===== config.mk =====
export PLATFORM = sky130hd
export DESIGN_NAME = ex_result_stage_flat
export DESIGN_NICKNAME = d
export VERILOG_FILES = /design/src/rtl/ex_result_stage_if.sv /design/src/rtl/ex_result_stage.sv /design/src/flat_wrapper.sv
export SDC_FILE = /design/constraint.sdc
export NUM_CORES = 1
export LEC_CHECK = 0
export CAP_MARGIN = 20
export CORE_ASPECT_RATIO = 1.25
export CORE_UTILIZATION = 45
export DETAILED_ROUTE_END_ITERATION = 12
export DONT_BUFFER_PORTS = 1
export GPL_ROUTABILITY_DRIVEN = 0
export SYNTH_ARGS = -nofsm -noshare
export SYNTH_HDL_FRONTEND = slang
export SYNTH_SLANG_ARGS = --single-unit

===== constraint.sdc =====
create_clock -name CLK -period 2.3 [get_ports CLK]
set_input_delay 0.23 -clock CLK [delete_from_list [all_inputs] [get_ports CLK]]
set_output_delay 0.23 -clock CLK [all_outputs]
set_load 0.05 [all_outputs]

===== src/rtl/ex_result_stage_if.sv =====
// Handshake bundles around the execute result stage.
// ex_in_if carries one instruction from the execute stage (ALU outputs plus
// decode sideband). ex_out_if carries the registered entry to the memory stage.

interface ex_in_if #(
    parameter int XLEN = 32,
    parameter int RA_W = 5
);
    logic            IN_VALID;
    logic            IN_READY;
    logic [XLEN-1:0] ALU_Q;
    logic [XLEN-1:0] ALU_MUL;
    logic            ALU_CMP;
    logic            SEL_MUL;
    logic            IS_BRANCH;
    logic            IS_JUMP;
    logic            IS_JALR;
    logic [XLEN-1:0] PC;
    logic [XLEN-1:0] IMM;
    logic [RA_W-1:0] RD;
    logic            RD_WE;

    // Execute stage side: presents the instruction, observes ready.
    modport master (
        output IN_VALID, ALU_Q, ALU_MUL, ALU_CMP, SEL_MUL,
               IS_BRANCH, IS_JUMP, IS_JALR, PC, IMM, RD, RD_WE,
        input  IN_READY
    );

    // Result stage side: consumes the instruction, drives ready.
    modport slave (
        input  IN_VALID, ALU_Q, ALU_MUL, ALU_CMP, SEL_MUL,
               IS_BRANCH, IS_JUMP, IS_JALR, PC, IMM, RD, RD_WE,
        output IN_READY
    );
endinterface

interface ex_out_if #(
    parameter int XLEN = 32,
    parameter int RA_W = 5
);
    logic            OUT_VALID;
    logic            OUT_READY;
    logic [XLEN-1:0] OUT_RESULT;
    logic [RA_W-1:0] OUT_RD;
    logic            OUT_RD_WE;
    logic            MISALIGNED;

    // Result stage side: presents the registered entry.
    modport master (
        output OUT_VALID, OUT_RESULT, OUT_RD, OUT_RD_WE, MISALIGNED,
        input  OUT_READY
    );

    // Memory stage side: consumes the entry.
    modport slave (
        input  OUT_VALID, OUT_RESULT, OUT_RD, OUT_RD_WE, MISALIGNED,
        output OUT_READY
    );
endinterface


===== src/rtl/ex_result_stage.sv =====
// Execute-to-memory pipeline register for the example RISC-V core.
// Captures the ALU result with its sideband, picks the writeback value,
// resolves branches/jumps into a one-cycle fetch redirect and flags
// misaligned control-flow targets. One-entry skid-free stage: a full stage
// accepts a new instruction in the same cycle the memory stage drains it.

module ex_result_stage #(
    parameter int XLEN = 32,
    parameter int RA_W = 5
) (
    input  logic            CLK,
    input  logic            RES_n,
    input  logic            FLUSH,
    ex_in_if.slave          in_bus,
    ex_out_if.master        out_bus,
    output logic            REDIRECT,
    output logic [XLEN-1:0] REDIRECT_PC
);

    logic            in_ready;
    logic            accept;
    logic            taken;
    logic            target_misaligned;
    logic [XLEN-1:0] pc_plus4;
    logic [XLEN-1:0] pc_plus_imm;
    logic [XLEN-1:0] target;
    logic [XLEN-1:0] result_sel;

    logic            out_valid_q;
    logic [XLEN-1:0] out_result_q;
    logic [RA_W-1:0] out_rd_q;
    logic            out_rd_we_q;
    logic            misaligned_q;
    logic            redirect_q;
    logic [XLEN-1:0] redirect_pc_q;

    // Room for a new entry when empty or when the held entry drains this cycle.
    assign in_ready = !out_valid_q || out_bus.OUT_READY;
    assign accept   = in_bus.IN_VALID && in_ready && !FLUSH;

    // Writeback select, branch resolution and target alignment check.
    always_comb begin
        // NOTE: every signal written here gets a default first, so no branch can leave one unassigned and infer a latch.
        pc_plus4    = in_bus.PC + XLEN'(4);
        pc_plus_imm = in_bus.PC + in_bus.IMM;
        result_sel  = in_bus.ALU_Q;
        target      = pc_plus_imm;

        if (in_bus.IS_JUMP) begin
            result_sel = pc_plus4;
        end else if (in_bus.SEL_MUL) begin
            result_sel = in_bus.ALU_MUL;
        end

        if (in_bus.IS_JALR) begin
            target = {in_bus.ALU_Q[XLEN-1:1], 1'b0};
        end

        taken             = in_bus.IS_JUMP || (in_bus.IS_BRANCH && in_bus.ALU_CMP);
        target_misaligned = taken && (target[1:0] != 2'b00);
    end

    // Stage register: flush beats accept beats drain beats hold.
    always_ff @(posedge CLK or negedge RES_n) begin
        if (!RES_n) begin
            out_valid_q   <= 1'b0;
            out_result_q  <= '0;
            out_rd_q      <= '0;
            out_rd_we_q   <= 1'b0;
            misaligned_q  <= 1'b0;
            redirect_q    <= 1'b0;
            redirect_pc_q <= '0;
        end else if (FLUSH) begin
            // NOTE: state registers use non-blocking assignments so every flop samples pre-edge values.
            out_valid_q  <= 1'b0;
            out_rd_we_q  <= 1'b0;
            misaligned_q <= 1'b0;
            redirect_q   <= 1'b0;
        end else if (accept) begin
            out_valid_q  <= 1'b1;
            out_result_q <= result_sel;
            out_rd_q     <= in_bus.RD;
            // x0 is never written, and a faulting jump must not write its link register.
            out_rd_we_q  <= in_bus.RD_WE && (in_bus.RD != '0) && !target_misaligned;
            misaligned_q <= target_misaligned;
            redirect_q   <= taken && !target_misaligned;
            if (taken) begin
                redirect_pc_q <= target;
            end
        end else begin
            // Redirect is a single-cycle pulse regardless of back-pressure.
            redirect_q <= 1'b0;
            if (out_bus.OUT_READY) begin
                out_valid_q <= 1'b0;
                out_rd_we_q <= 1'b0;
            end
        end
    end

    assign in_bus.IN_READY    = in_ready;
    assign out_bus.OUT_VALID  = out_valid_q;
    assign out_bus.OUT_RESULT = out_result_q;
    assign out_bus.OUT_RD     = out_rd_q;
    assign out_bus.OUT_RD_WE  = out_rd_we_q;
    assign out_bus.MISALIGNED = misaligned_q;
    assign REDIRECT           = redirect_q;
    assign REDIRECT_PC        = redirect_pc_q;

endmodule

===== src/flat_wrapper.sv =====
// flat-port wrapper written by rule: the top's interface ports become plain ports
module ex_result_stage_flat 
#(
    parameter int XLEN = 32,
    parameter int RA_W = 5
)
  (CLK, RES_n, FLUSH, REDIRECT, REDIRECT_PC, in_bus_IN_VALID, in_bus_ALU_Q, in_bus_ALU_MUL, in_bus_ALU_CMP, in_bus_SEL_MUL, in_bus_IS_BRANCH, in_bus_IS_JUMP, in_bus_IS_JALR, in_bus_PC, in_bus_IMM, in_bus_RD, in_bus_RD_WE, in_bus_IN_READY, out_bus_OUT_VALID, out_bus_OUT_RESULT, out_bus_OUT_RD, out_bus_OUT_RD_WE, out_bus_MISALIGNED, out_bus_OUT_READY);
  ex_in_if #(.XLEN(XLEN), .RA_W(RA_W)) in_bus_i ();
  ex_out_if #(.XLEN(XLEN), .RA_W(RA_W)) out_bus_i ();
  input  logic CLK;
  input  logic RES_n;
  input  logic FLUSH;
  output logic REDIRECT;
  output logic [XLEN-1:0] REDIRECT_PC;
  input wire logic [$bits(in_bus_i.IN_VALID)-1:0] in_bus_IN_VALID;
  input wire logic [$bits(in_bus_i.ALU_Q)-1:0] in_bus_ALU_Q;
  input wire logic [$bits(in_bus_i.ALU_MUL)-1:0] in_bus_ALU_MUL;
  input wire logic [$bits(in_bus_i.ALU_CMP)-1:0] in_bus_ALU_CMP;
  input wire logic [$bits(in_bus_i.SEL_MUL)-1:0] in_bus_SEL_MUL;
  input wire logic [$bits(in_bus_i.IS_BRANCH)-1:0] in_bus_IS_BRANCH;
  input wire logic [$bits(in_bus_i.IS_JUMP)-1:0] in_bus_IS_JUMP;
  input wire logic [$bits(in_bus_i.IS_JALR)-1:0] in_bus_IS_JALR;
  input wire logic [$bits(in_bus_i.PC)-1:0] in_bus_PC;
  input wire logic [$bits(in_bus_i.IMM)-1:0] in_bus_IMM;
  input wire logic [$bits(in_bus_i.RD)-1:0] in_bus_RD;
  input wire logic [$bits(in_bus_i.RD_WE)-1:0] in_bus_RD_WE;
  output wire logic [$bits(in_bus_i.IN_READY)-1:0] in_bus_IN_READY;
  output wire logic [$bits(out_bus_i.OUT_VALID)-1:0] out_bus_OUT_VALID;
  output wire logic [$bits(out_bus_i.OUT_RESULT)-1:0] out_bus_OUT_RESULT;
  output wire logic [$bits(out_bus_i.OUT_RD)-1:0] out_bus_OUT_RD;
  output wire logic [$bits(out_bus_i.OUT_RD_WE)-1:0] out_bus_OUT_RD_WE;
  output wire logic [$bits(out_bus_i.MISALIGNED)-1:0] out_bus_MISALIGNED;
  input wire logic [$bits(out_bus_i.OUT_READY)-1:0] out_bus_OUT_READY;
  assign in_bus_i.IN_VALID = in_bus_IN_VALID;
  assign in_bus_i.ALU_Q = in_bus_ALU_Q;
  assign in_bus_i.ALU_MUL = in_bus_ALU_MUL;
  assign in_bus_i.ALU_CMP = in_bus_ALU_CMP;
  assign in_bus_i.SEL_MUL = in_bus_SEL_MUL;
  assign in_bus_i.IS_BRANCH = in_bus_IS_BRANCH;
  assign in_bus_i.IS_JUMP = in_bus_IS_JUMP;
  assign in_bus_i.IS_JALR = in_bus_IS_JALR;
  assign in_bus_i.PC = in_bus_PC;
  assign in_bus_i.IMM = in_bus_IMM;
  assign in_bus_i.RD = in_bus_RD;
  assign in_bus_i.RD_WE = in_bus_RD_WE;
  assign in_bus_IN_READY = in_bus_i.IN_READY;
  assign out_bus_OUT_VALID = out_bus_i.OUT_VALID;
  assign out_bus_OUT_RESULT = out_bus_i.OUT_RESULT;
  assign out_bus_OUT_RD = out_bus_i.OUT_RD;
  assign out_bus_OUT_RD_WE = out_bus_i.OUT_RD_WE;
  assign out_bus_MISALIGNED = out_bus_i.MISALIGNED;
  assign out_bus_i.OUT_READY = out_bus_OUT_READY;
  ex_result_stage #(.XLEN(XLEN), .RA_W(RA_W)) u_core (.CLK(CLK), .RES_n(RES_n), .FLUSH(FLUSH), .in_bus(in_bus_i), .out_bus(out_bus_i), .REDIRECT(REDIRECT), .REDIRECT_PC(REDIRECT_PC));
endmodule

==> impl_metrics.tcl <==
set metrics [dict create \
    status "complete, no violations" \
    drt_iter0_drc 360 \
    gr-usage-all-layers_pct 26.9 \
    grt_antenna_before_repair 0 \
    timing_hold_violations_final 0 \
    dr.pass1.iters 5 \
    routedWlPerCell_um 20.2 \
    die_area_um2 13400 \
    critPathMaxFanout 2 \
    clkLatencyLatePin_ns 0.33 \
    path_clk_slew_ns 0.06 \
    cts_root_cell "sky130_fd_sc_hd__clkbuf_16" \
    synth.net_count 916 \
    ios 218 \
    dominant_delay_contributor_by_cell_family_on_the_critical_path "compound AO/OA/AOI/OAI gates" \
    nNetsFinal 910 \
    area_growth_syn_to_layout_pct 11.1 \
    tritoncts_clock_tree "yes" \
    grt_max_degree 74 \
    ys_types 55 \
    rsz0062_at_grt "no" \
    cpMostUsedCell "sky130_fd_sc_hd__nand3_1" \
    setup.worst_path.end_class "flop" \
    avgViaCountPerCell 5.95 \
    worstMarginPinSlew_ns 0.625 \
    num-fill-cells 1245 \
    gr-total-overflow 0 \
    timing.final.setup_violations 0 \
    final_cell_count_no_fill 905 \
    placed_area_um2 6030 \
    timing.final.crit_share_pct 94.2 \
    num_antenna_cells 0 \
    holdCritPathClass "input port to flop" \
    drive_gt1_share_pct 8.28 \
    start_util_pct 45.8 \
    antenna_left 0 \
    max_freq_mhz 461 \
    power_leakage_nw 2.88 \
    die-width_um 104 \
    core_area_um2 12700 \
    post_synthesis_register_bit_count 73 \
    avgSynthCellArea_um2 7.86 \
    synth_sequential_area_ratio_pct 31.5 \
    fp.dieH_um 129 \
    netlist_top_cells_count "sky130_fd_sc_hd__nand2_1, sky130_fd_sc_hd__a21oi_1, sky130_fd_sc_hd__dfrtp_1" \
    post-synth-top-count-cell "sky130_fd_sc_hd__nand2_1" \
    synthDominantCellAreaShare_pct 31.5 \
    vias 5384 \
    synth_top_flop_cell "sky130_fd_sc_hd__dfrtp_1" \
    slowest_cp_cell "sky130_fd_sc_hd__fa_1" \
    synthCells 739 \
    io_buffers 0 \
    drv_cap 0 \
    worst-setup-path-type "input port to flop" \
    synth_warnings 0 \
    timing.final.crit_period_ns 2.17 \
    p_per_area_nw_per_um2 811 \
    route.final.wire_length_mm 18.3 \
    final_design_area_no_fill_um2 6450 \
    worst_ep_arrival_time_ns 2.37 \
    clock_path_buffers 2 \
    path_cells "ha_1, fa_1, a21oi_2, o21ai_1, nand3_1, a31oi_1, a21bo_2, a2111oi_4, mux2i_1, nand3_1" \
    power.total_mw 5.23 \
    number_of_synthesized_flops_with_an_enable_pin 0 \
    synthArstFlopShare_pct 100 \
    place_hpwl_mm 14.3 \
    cts_inserted_buffers 9 \
    synth_largest_area_cell "sky130_fd_sc_hd__dfrtp_1" \
    top_cells_by_area_in_the_synthesized_netlist "sky130_fd_sc_hd__dfrtp_1, sky130_fd_sc_hd__a21oi_1, sky130_fd_sc_hd__ha_1" \
    first_pass_grt_wire_length_mm 27.8 \
    worst_ep_required_time_ns 2.50 \
    via_count_of_the_first_global_routing_pass 5151 \
    slew_viol_final 0 \
    placed_instance_count 885 \
    worst_ir_drop_vdd_uv 330 \
    timing.slew.headroom_pct 58.3 \
    tritoncts_num_sinks 73 \
    worstPathBufferInverterCount 0 \
    core.rowCount 46 \
    final.setup_skew_ns 0.00683 \
    netlist_area_um2 5810 \
    start_kind "input port" \
    ctsHtreeMaxLevel 3 \
    drt_drc_violations_left 0 \
    critical-path-max-stage-delay_ns 0.42 \
]
-- report_power, final --
| group | internal (mW) | switching [mW] |
|---|---|---|
| registers | 1.50 | 1.06 |
| logic | 0.456 | 0.576 |
| clock network | 1.08 | 0.547 |
-- final timing paths --
kind	slack, ns	startpoint	depth (start not counted)	endpoint
worst max-delay path	0.13	in_bus_IMM[0]	10	u_core.REDIRECT_PC[30]
worst min-delay path	0.02	in_bus_RD[0]	2	u_core.out_bus.OUT_RD[0]
worst max register to register	0.41	u_core.out_bus.OUT_VALID	6	u_core.REDIRECT_PC[24]
worst min register to register	0.75	u_core.out_bus.OUT_VALID	4	u_core.out_bus.MISALIGNED
max in group asynchronous	1.52	RES_n	2	u_core.out_bus.OUT_RESULT[3]
min in group asynchronous	0.45	RES_n	2	u_core.REDIRECT_PC[5]
-- metal layers --
metal	vias up	share of wire (%)	global-route usage, %
met2	200	48	45.5
met3	24	7.7	8.16
met5	-	0	0
li1	2611	-	-
met4	0	2.1	9.29
met1	2549	42	32.6
-- logic make-up after synthesis --
kind of cell    after synthesis  share of synthesized area, %
flops                        73                          31.5
xor+xnor                     52                          7.84
simple gates                269                          21.2
compound gates              219                          22.3
fa+ha+maj                    33                          7.24
buf+inv                      59                          3.99
mux                          34                          5.88
-- what timing repair did --
| item | in CTS | in global routing |
|---|---|---|
| resized for setup | 0 | 1 |
| hold endpoints to repair | 77 | 0 |
| setup buffers | 0 | 0 |
| hold buffers | 5 | 0 |
| endpoints found under the setup margin | 0 | 1 |
-- through the flow --
| stage | util, % | setup TNS, ns | worst slack, ns | hold slack [ns] |
|---|---|---|---|---|
| 5_1_grt | 50.9 | 0 | 0.000104 | 0.00886 |
| 3_5_place_dp | 47.6 | -0.689 | -0.204 | -0.0637 |
| 6_report | 50.9 | 0 | 0.133 | 0.0156 |
| 2_1_floorplan | - | -0.00113 | -0.00113 | -0.0656 |
| 3_3_place_gp | 47.6 | -0.426 | -0.169 | -0.0642 |
| 4_1_cts | 50.8 | 0 | 0.0896 | 0.00519 |
-- registers in the layout, indices dropped and copies added, names as in the netlist --
name,flops
u_core.out_bus.OUT_RESULT,32
u_core.out_bus.OUT_RD,5
u_core.out_bus.OUT_RD_WE,1
u_core.out_bus.MISALIGNED,1
u_core.out_bus.OUT_VALID,1
u_core.REDIRECT_PC,32
u_core.REDIRECT,1
-- cells in the final DEF, fill, tap and decap left out, drive strengths merged, types with 2 or more instances in the layout --
cell         instances
and2                 2
clkinv               2
buf                 23
xnor2               38
ha                  32
o211ai               3
nand2b               2
clkbuf              10
mux2i               33
nand4               14
inv                 15
and3                13
a211oi               9
o21a                 4
xor2                14
a31oi               15
nor3                19
nand2              106
nand3               26
a21bo                2
or4                  2
o22ai                3
a21o                18
nor2                69
a21oi               84
dlygate4sd3          4
bufinv               3
o31ai                2
or2                  2
o21bai               2
o21ai               69
and4                 4
dfrtp               73
nor2b                7
or3                  2
-- area by class of cell --
| type | instances | area [um2] | share of cell area [%] |
|---|---|---|---|
| clock buffers | 10 | 239 | 3.71 |
| multi-input cells | 607 | 3770 | 58.4 |
| well taps | 168 | 210 | 3.26 |
| repair buffers | 27 | 245 | 3.80 |
| clock inverters | 5 | 104 | 1.61 |
| flip-flops and latches | 73 | 1830 | 28.3 |
| inverters | 15 | 56.3 | 0.873 |
Note: power is estimated with default switching activity, not from simulation.
